$ cat src/rtl/hilo_muldiv_unit.sv
// Iterative 32x32 multiply / 32/32 divide unit owning the architectural HI/LO registers.
// One shift-add or restoring-divide step per cycle; sign fix-up and HI/LO write in a final cycle.
module hilo_muldiv_unit (
    input  logic        clk,
    input  logic        rst,
    input  logic        start,
    input  logic [1:0]  op,
    input  logic [31:0] rs_data,
    input  logic [31:0] rt_data,
    input  logic        mthi,
    input  logic        mtlo,
    input  logic [31:0] wr_data,
    output logic [31:0] hi,
    output logic [31:0] lo,
    output logic        busy,
    output logic        done
);

    typedef enum logic [1:0] {StIdle, StCalc, StFix} state_e;

    state_e      state_q, state_d;
    logic        busy_q, busy_d;
    logic        done_q, done_d;
    logic        is_div_q, is_div_d;
    logic        neg_res_q, neg_res_d;
    logic        neg_rem_q, neg_rem_d;
    logic        div0_q, div0_d;
    logic [5:0]  cnt_q, cnt_d;
    logic [31:0] opnd_q, opnd_d;
    logic [31:0] rs_raw_q, rs_raw_d;
    logic [63:0] acc_q, acc_d;
    logic [31:0] hi_q, hi_d;
    logic [31:0] lo_q, lo_d;

    logic        is_signed;
    logic [31:0] rs_mag, rt_mag;
    logic [32:0] mul_sum;
    logic [32:0] rem_shift;
    logic        rem_ge;
    logic [31:0] rem_diff;
    logic [63:0] prod_fix;

    always_ff @(posedge clk or posedge rst) begin
        if (rst) begin
            state_q <= StIdle;
        end else begin
            state_q <= state_d;
        end
    end

    always_comb begin
        state_d = state_q;
        unique case (state_q)
            StIdle:  if (start) state_d = StCalc;
            StCalc:  if (cnt_q == 6'd31) state_d = StFix;
            StFix:   state_d = StIdle;
            default: state_d = StIdle;
        endcase
    end

    // busy/done are registered so they line up with the state they describe.
    always_comb begin
        busy_d = (state_d != StIdle);
        done_d = (state_q == StFix);
    end

    always_comb begin
        is_signed = ~op[0];
        rs_mag    = (is_signed && rs_data[31]) ? (32'd0 - rs_data) : rs_data;
        rt_mag    = (is_signed && rt_data[31]) ? (32'd0 - rt_data) : rt_data;
        mul_sum   = {1'b0, acc_q[63:32]} + {1'b0, (acc_q[0] ? opnd_q : 32'd0)};
        rem_shift = acc_q[63:31];
        rem_ge    = (rem_shift >= {1'b0, opnd_q});
        // When rem_ge holds the difference is below the divisor, so 32 bits suffice.
        rem_diff  = rem_shift[31:0] - opnd_q;
        prod_fix  = neg_res_q ? (64'd0 - acc_q) : acc_q;
    end

    always_comb begin
        is_div_d  = is_div_q;
        neg_res_d = neg_res_q;
        neg_rem_d = neg_rem_q;
        div0_d    = div0_q;
        cnt_d     = cnt_q;
        opnd_d    = opnd_q;
        rs_raw_d  = rs_raw_q;
        acc_d     = acc_q;
        hi_d      = hi_q;
        lo_d      = lo_q;
        unique case (state_q)
            StIdle: begin
                if (start) begin
                    is_div_d  = op[1];
                    neg_res_d = is_signed & (rs_data[31] ^ rt_data[31]);
                    neg_rem_d = is_signed & rs_data[31];
                    div0_d    = (rt_data == 32'd0);
                    cnt_d     = 6'd0;
                    rs_raw_d  = rs_data;
                    // Multiply: multiplicand held, multiplier shifts out of acc LSB.
                    // Divide: divisor held, dividend shifts out of acc bit 31.
                    opnd_d    = op[1] ? rt_mag : rs_mag;
                    acc_d     = {32'd0, (op[1] ? rs_mag : rt_mag)};
                end else begin
                    if (mthi) hi_d = wr_data;
                    if (mtlo) lo_d = wr_data;
                end
            end
            StCalc: begin
                cnt_d = cnt_q + 6'd1;
                if (is_div_q) begin
                    acc_d = {(rem_ge ? rem_diff : rem_shift[31:0]), acc_q[30:0], rem_ge};
                end else begin
                    acc_d = {mul_sum, acc_q[31:1]};
                end
            end
            StFix: begin
                if (!is_div_q) begin
                    hi_d = prod_fix[63:32];
                    lo_d = prod_fix[31:0];
                end else if (div0_q) begin
                    hi_d = rs_raw_q;
                    lo_d = 32'hFFFF_FFFF;
                end else begin
                    hi_d = neg_rem_q ? (32'd0 - acc_q[63:32]) : acc_q[63:32];
                    lo_d = neg_res_q ? (32'd0 - acc_q[31:0]) : acc_q[31:0];
                end
            end
            default: ;
        endcase
    end

    always_ff @(posedge clk or posedge rst) begin
        if (rst) begin
            busy_q    <= 1'b0;
            done_q    <= 1'b0;
            is_div_q  <= 1'b0;
            neg_res_q <= 1'b0;
            neg_rem_q <= 1'b0;
            div0_q    <= 1'b0;
            cnt_q     <= 6'd0;
            opnd_q    <= 32'd0;
            rs_raw_q  <= 32'd0;
            acc_q     <= 64'd0;
            hi_q      <= 32'd0;
            lo_q      <= 32'd0;
        end else begin
            busy_q    <= busy_d;
            done_q    <= done_d;
            is_div_q  <= is_div_d;
            neg_res_q <= neg_res_d;
            neg_rem_q <= neg_rem_d;
            div0_q    <= div0_d;
            cnt_q     <= cnt_d;
            opnd_q    <= opnd_d;
            rs_raw_q  <= rs_raw_d;
            acc_q     <= acc_d;
            hi_q      <= hi_d;
            lo_q      <= lo_d;
        end
    end

    assign hi   = hi_q;
    assign lo   = lo_q;
    assign busy = busy_q;
    assign done = done_q;

endmodule

$ cat config.mk
export PLATFORM = sky130hd
export DESIGN_NAME = hilo_muldiv_unit
export DESIGN_NICKNAME = d
export VERILOG_FILES = /design/src/rtl/hilo_muldiv_unit.sv
export SDC_FILE = /design/constraint.sdc
export NUM_CORES = 1
export LEC_CHECK = 0
export CAP_MARGIN = 5
export CORE_UTILIZATION = 45
export DETAILED_ROUTE_END_ITERATION = 6
export PLACE_DENSITY = 0.65
export SLEW_MARGIN = 20
export SYNTH_ARGS = -nofsm -noshare
export SYNTH_HDL_FRONTEND = slang
export SYNTH_SLANG_ARGS = --single-unit
$ cat constraint.sdc
create_clock -name clk -period 8.9 [get_ports clk]
set_clock_uncertainty 0.1 [all_clocks]
set_input_delay 0.89 -clock clk [delete_from_list [all_inputs] [get_ports clk]]
set_output_delay 0.89 -clock clk [all_outputs]
set_load 0.01 [all_outputs]
---- Yosys cells after proc, flatten, opt, wreduce, memory -nomap -nowiden ----
Cells that the tools add are included.
Widths: inputs -> output; s select.
storage, ports and cells
  input port bits ......................... 103
  output and inout port bits .............. 66
  logic and storage cells ................. 71
  bits in registers ....................... 206
operators by class
  reduce and logical (&&, ||, !) cells .... 11
  eq/ne operators ......................... 7
  $add $sub $neg .......................... 8
  multiplexer cells ....................... 27
  bitwise operators ....................... 4
  order comparisons ....................... 1
operators by type and width
  kind                   number
  $mux 32                16
  $mux 64                3
  $pmux 32 s2            2
  $pmux 64 s2            1
  $sub 1x32->32 const A  4
  $sub 1x64->64 const A  1
  $add 32x32->33         1
  $ge 33x32->1           1
  $logic_not 32->1       1
  $sub 32x32->32         1
  $pmux 6 s2             1
  $ne 2x2->1 const B     4
  $add 6x1->6 const B    1
  $eq 6x5->1 const B     1
  $mux 6                 1
  $reduce_and 3->1       2
  $reduce_bool 2->1      3
  $mux 2                 2
  $pmux 2 s2             1
  $reduce_and 2->1       2
  $and 1x1->1            2
  $eq 2x1->1 const B     1
  $eq 2x2->1 const B     1
  $logic_and 1x1->1      2
  other kinds (3)        3

---- Longest topological paths before layout ----
  word-level depth ........................ 6
  depth in mapped cells ................... 15

---- Least setup slack after synthesis ----
OpenSTA, ideal clock, no wires.
  path kind ............................... register to register
  from .................................... register acc_q[60]
  to ...................................... register acc_q[58]
  setup slack ............................. 5.090 ns
  period minus slack after synthesis ...... 3.810 ns
  path buffers ............................ 3
  data arrival time ....................... 3.574 ns
  cell stages (with the launch flop) ...... 15
  path through ............................ dfrtp_1 ha_1 clkbuf_1 and4_1 and3_1 and3b_1 nor4b_1 a2111oi_0 inv_1 a221oi_1 clkbuf_1 buf_1 nand3b_1 o221ai_1 o22ai_1
between the ends
  word-level cells in the longest chain between the ends .. 4
RTL lines
  what                      line  source
  start: declaration        31    logic [63:0] acc_q, acc_d;
  start signal: assignment  143   acc_q <= 64'd0;
  start signal: assignment  156   acc_q <= acc_d;
  $ge 33x32->1              73    rem_ge = (rem_shift >= {1'b0, opnd_q});
  $mux 32                   111   acc_d = {(rem_ge ? rem_diff : rem_shift[31:0]), acc_q[30:0], rem_ge};
  $mux 64                   110   if (is_div_q) begin
  $pmux 64 s2               90    unique case (state_q)
No other way between the ends.
A chain may end at the register's enable or synchronous reset.

---- Final worst setup path ----
  from .................................... register acc_q[0]
  to ...................................... register acc_q[61]
between the ends
  word-level cells in the longest chain between the ends .. 4
RTL lines
  what            line  source
  $mux 32         71    mul_sum = {1'b0, acc_q[63:32]} + {1'b0, (acc_q[0] ? opnd_q : 32'd0)};
  $add 32x32->33  71
  $mux 64         110
  $pmux 64 s2     90
No other way between the ends.

==> flow_summary.toml <==
[synth]
synth_cell_types = 78
synthCells = 2189
synth.largest_area_cell = "dfrtp_1"
synth.yosys.seq_area_share_pct = 30.5
yosysMostFrequentCell = "nand2_1"
synth_top_area_share_pct = 30.5
synth_common_cells = "nand2_1, o21ai_0, dfrtp_1"
syn_nets = 2363
synth_top_flop_cell = "dfrtp_1"
synthArstFlopShare_pct = 100
synth.avg_cell_area_um2 = 7.73
syn_area_mm2 = 0.0169
synth-edff-count = 0
synth-seq-cells = 206
yosys-top-cells-area = "dfrtp_1, o21ai_0, nand2_1"
synth_warnings = 0

[power_and_ir_drop]
power_density_mw_per_mm2 = 425
leakagePower_nw = 8.11
irDropWorstVdd_uv = 193
power.total_mw = 8.34

[critical_path]
slowest_delay_ns = 0.52
slowest_stage = "dfrtp_1"
cpLargestDelayFamily = "compound AO/OA/AOI/OAI gates"
worst_ep_required_time_ns = 9.22
critPathCaptureType = "register"
path_class = "reg2reg"
cp-start-kind = "register"
critPathBufInv = 2
crit_path_max_fanout = 30
crit_chain = "inv_1, buf_4, nor2_1, ha_1, nor2b_1, o31ai_1, a21o_1, o21ai_0, a41oi_1, o31ai_1, o211ai_1, mux2_2, o31ai_1, o31ai_1"
cp.arrival_ns = 4.92
critPathMostFrequentCell = "o31ai_1"

[routing]
first_pass_iters = 6
ant_nets = 0
drt-wirelength-per-cell_um = 24.0
first_iter_violations = 2039
routed_wl_um = 65700
drc = 0
via_count = 17500
viasPerCell = 6.38

[die]
die_area_mm2 = 0.0384
design.core.area_mm2 = 0.0368
ioPinCount = 169
rows = 70
die_y_um = 196
die_x_um = 196
start_util_pct = 46.0

[clocking]
clock_sinks = 206
cts_max_path_buffers = 3
hold_buffers = 0
cts_inserted_buffers = 25
insertion_delay_ns = 0.58
path_clk_slew_ns = 0.06
cts-root-buf = "clkbuf_16"
post_cts_buffers = 0
cts.repair.resized = 0
htree_levels = 1
tritoncts = "done"

[finish]
nFillCells = 3544
drive_gt1_share_pct = 4.37
fin_cells = 2734
final_nets = 2419
fin_area_mm2 = 0.0196
area_growth_pct = 16.1
fin_util_pct = 53.4

[timing]
hold_viol = 0
rsz0062_at_grt = "false"
tightest_slew_ns = 1.06
period_minus_slack_ns = 4.60
slew_headroom_pct = 28.7
fin_hold_ws_ns = 0.377
setup_tns_ns = 0
drv_slew = 0
setup_ws_ns = 4.30
fin_crit_sh_pct = 51.7
finalSetupViolCount = 0
max_freq_mhz = 217

[placed_design]
dpl_cell_area_mm2 = 0.0188
place_inst = 2686
gp_congestion = 1.05
place_ws_ns = 4.47
hpwl_um = 49200
portBuffers = 168

[grt]
grt_max_degree = 113
grt_util_all_layers_pct = 33.7
grt_pass1_vias = 16100
antenna_found_initial = 0
globalRouteOverflowTotal = 0
grt_pass1_wl_um = 98700

[run]
cap_violations = 0

[hold_path]
hold_class = "reg2reg"

[status]
outcome = "complete, no violations"
==> worst paths after layout <==
path                                      start               endpoint  slack [ns]  depth (start not counted)
min in group asynchronous                   rst     lo[25]$_DFFE_PP0P_        0.75                          2
min                           lo[6]$_DFFE_PP0P_      lo[6]$_DFFE_PP0P_        0.38                          2
max reg2reg                acc_q[0]$_DFFE_PP0P_  acc_q[61]$_DFFE_PP0P_        4.30                         14
max in group asynchronous                   rst   is_div_q$_DFFE_PP0P_        6.59                          3
max                        acc_q[0]$_DFFE_PP0P_  acc_q[61]$_DFFE_PP0P_        4.30                         14
min reg2reg                   lo[6]$_DFFE_PP0P_      lo[6]$_DFFE_PP0P_        0.38                          2
==> area by class of cell <==
| cell class | count | area, um2 | area share, % |
|---|---|---|---|
| Antenna cell | 2 | 5.00 | 0.0255 |
| Clock buffer | 36 | 727 | 3.70 |
| Clock inverter | 10 | 120 | 0.611 |
| Inverter | 68 | 263 | 1.34 |
| Multi-Input combinational cell | 1755 | 11000 | 55.7 |
| Sequential cell | 206 | 5160 | 26.3 |
| Tap cell | 468 | 586 | 2.98 |
| Timing Repair Buffer | 189 | 1840 | 9.35 |
==> where the power goes <==
group / internal, mW / leakage, nW / total, mW / switching, mW
combinational: 2.18 / 5.21 / 5.17 / 2.99
clock: 0.628 / 0.415 / 1.08 / 0.451
sequential: 1.40 / 2.49 / 2.09 / 0.693
==> metal layers <==
metal,part of all wire (%),GRT usage (%),vias to the layer above
met2,44,51.5,861
met3,9.4,6.72,152
li1,-,-,8048
met5,0,0,-
met1,42,46.4,8393
met4,4.5,13.7,0
==> registers in the layout, indices dropped and copies added (netlist names) <==
name	cells
busy	1
div0_q	1
rs_raw_q	32
is_div_q	1
state_q	2
neg_rem_q	1
acc_q	64
neg_res_q	1
hi	32
cnt_q	6
done	1
opnd_q	32
lo	32
==> logic make-up after synthesis <==
group / Yosys count / synth area share [%]
AO/OA/AOI/OAI: 742 / 27.5
adder cells (fa/ha/maj): 71 / 5.34
AND/OR/NAND/NOR: 720 / 19.6
multiplexers: 57 / 3.41
flip-flops: 206 / 30.5
buffers and inverters: 228 / 5.13
XOR/XNOR: 165 / 8.54
==> layout by cell type (no fill, tap or decap), types with 20 or more instances in the layout <==
master,Yosys,layout
a211oi_1,51,51
nand3_1,39,39
o31ai_1,36,36
dfrtp_1,206,205
xor2_1,52,52
or3_1,21,21
nand2_1,297,295
inv_1,67,66
nand2b_1,30,30
buf_4,0,22
a21oi_1,164,164
nor3_1,20,20
o211ai_1,27,27
o22ai_1,44,44
a21o_1,44,44
nor2_1,187,186
a31oi_1,21,21
ha_1,69,69
mux2i_1,52,52
clkbuf_16,0,25
o21ai_0,226,226
xnor2_1,113,113
clkdlybuf4s50_1,0,167
==> worst register-to-register path, cell delays in order (launching register included) <==
cell and delay (ns):
dfrtp_1 0.52, inv_1 0.18, buf_4 0.39, nor2_1 0.10, ha_1 0.36, nor2b_1 0.21
o31ai_1 0.14, a21o_1 0.23, o21ai_0 0.48, a41oi_1 0.36, o31ai_1 0.46, o211ai_1 0.25
mux2_2 0.32, o31ai_1 0.25, o31ai_1 0.11
(Power assumes the default switching activity.)
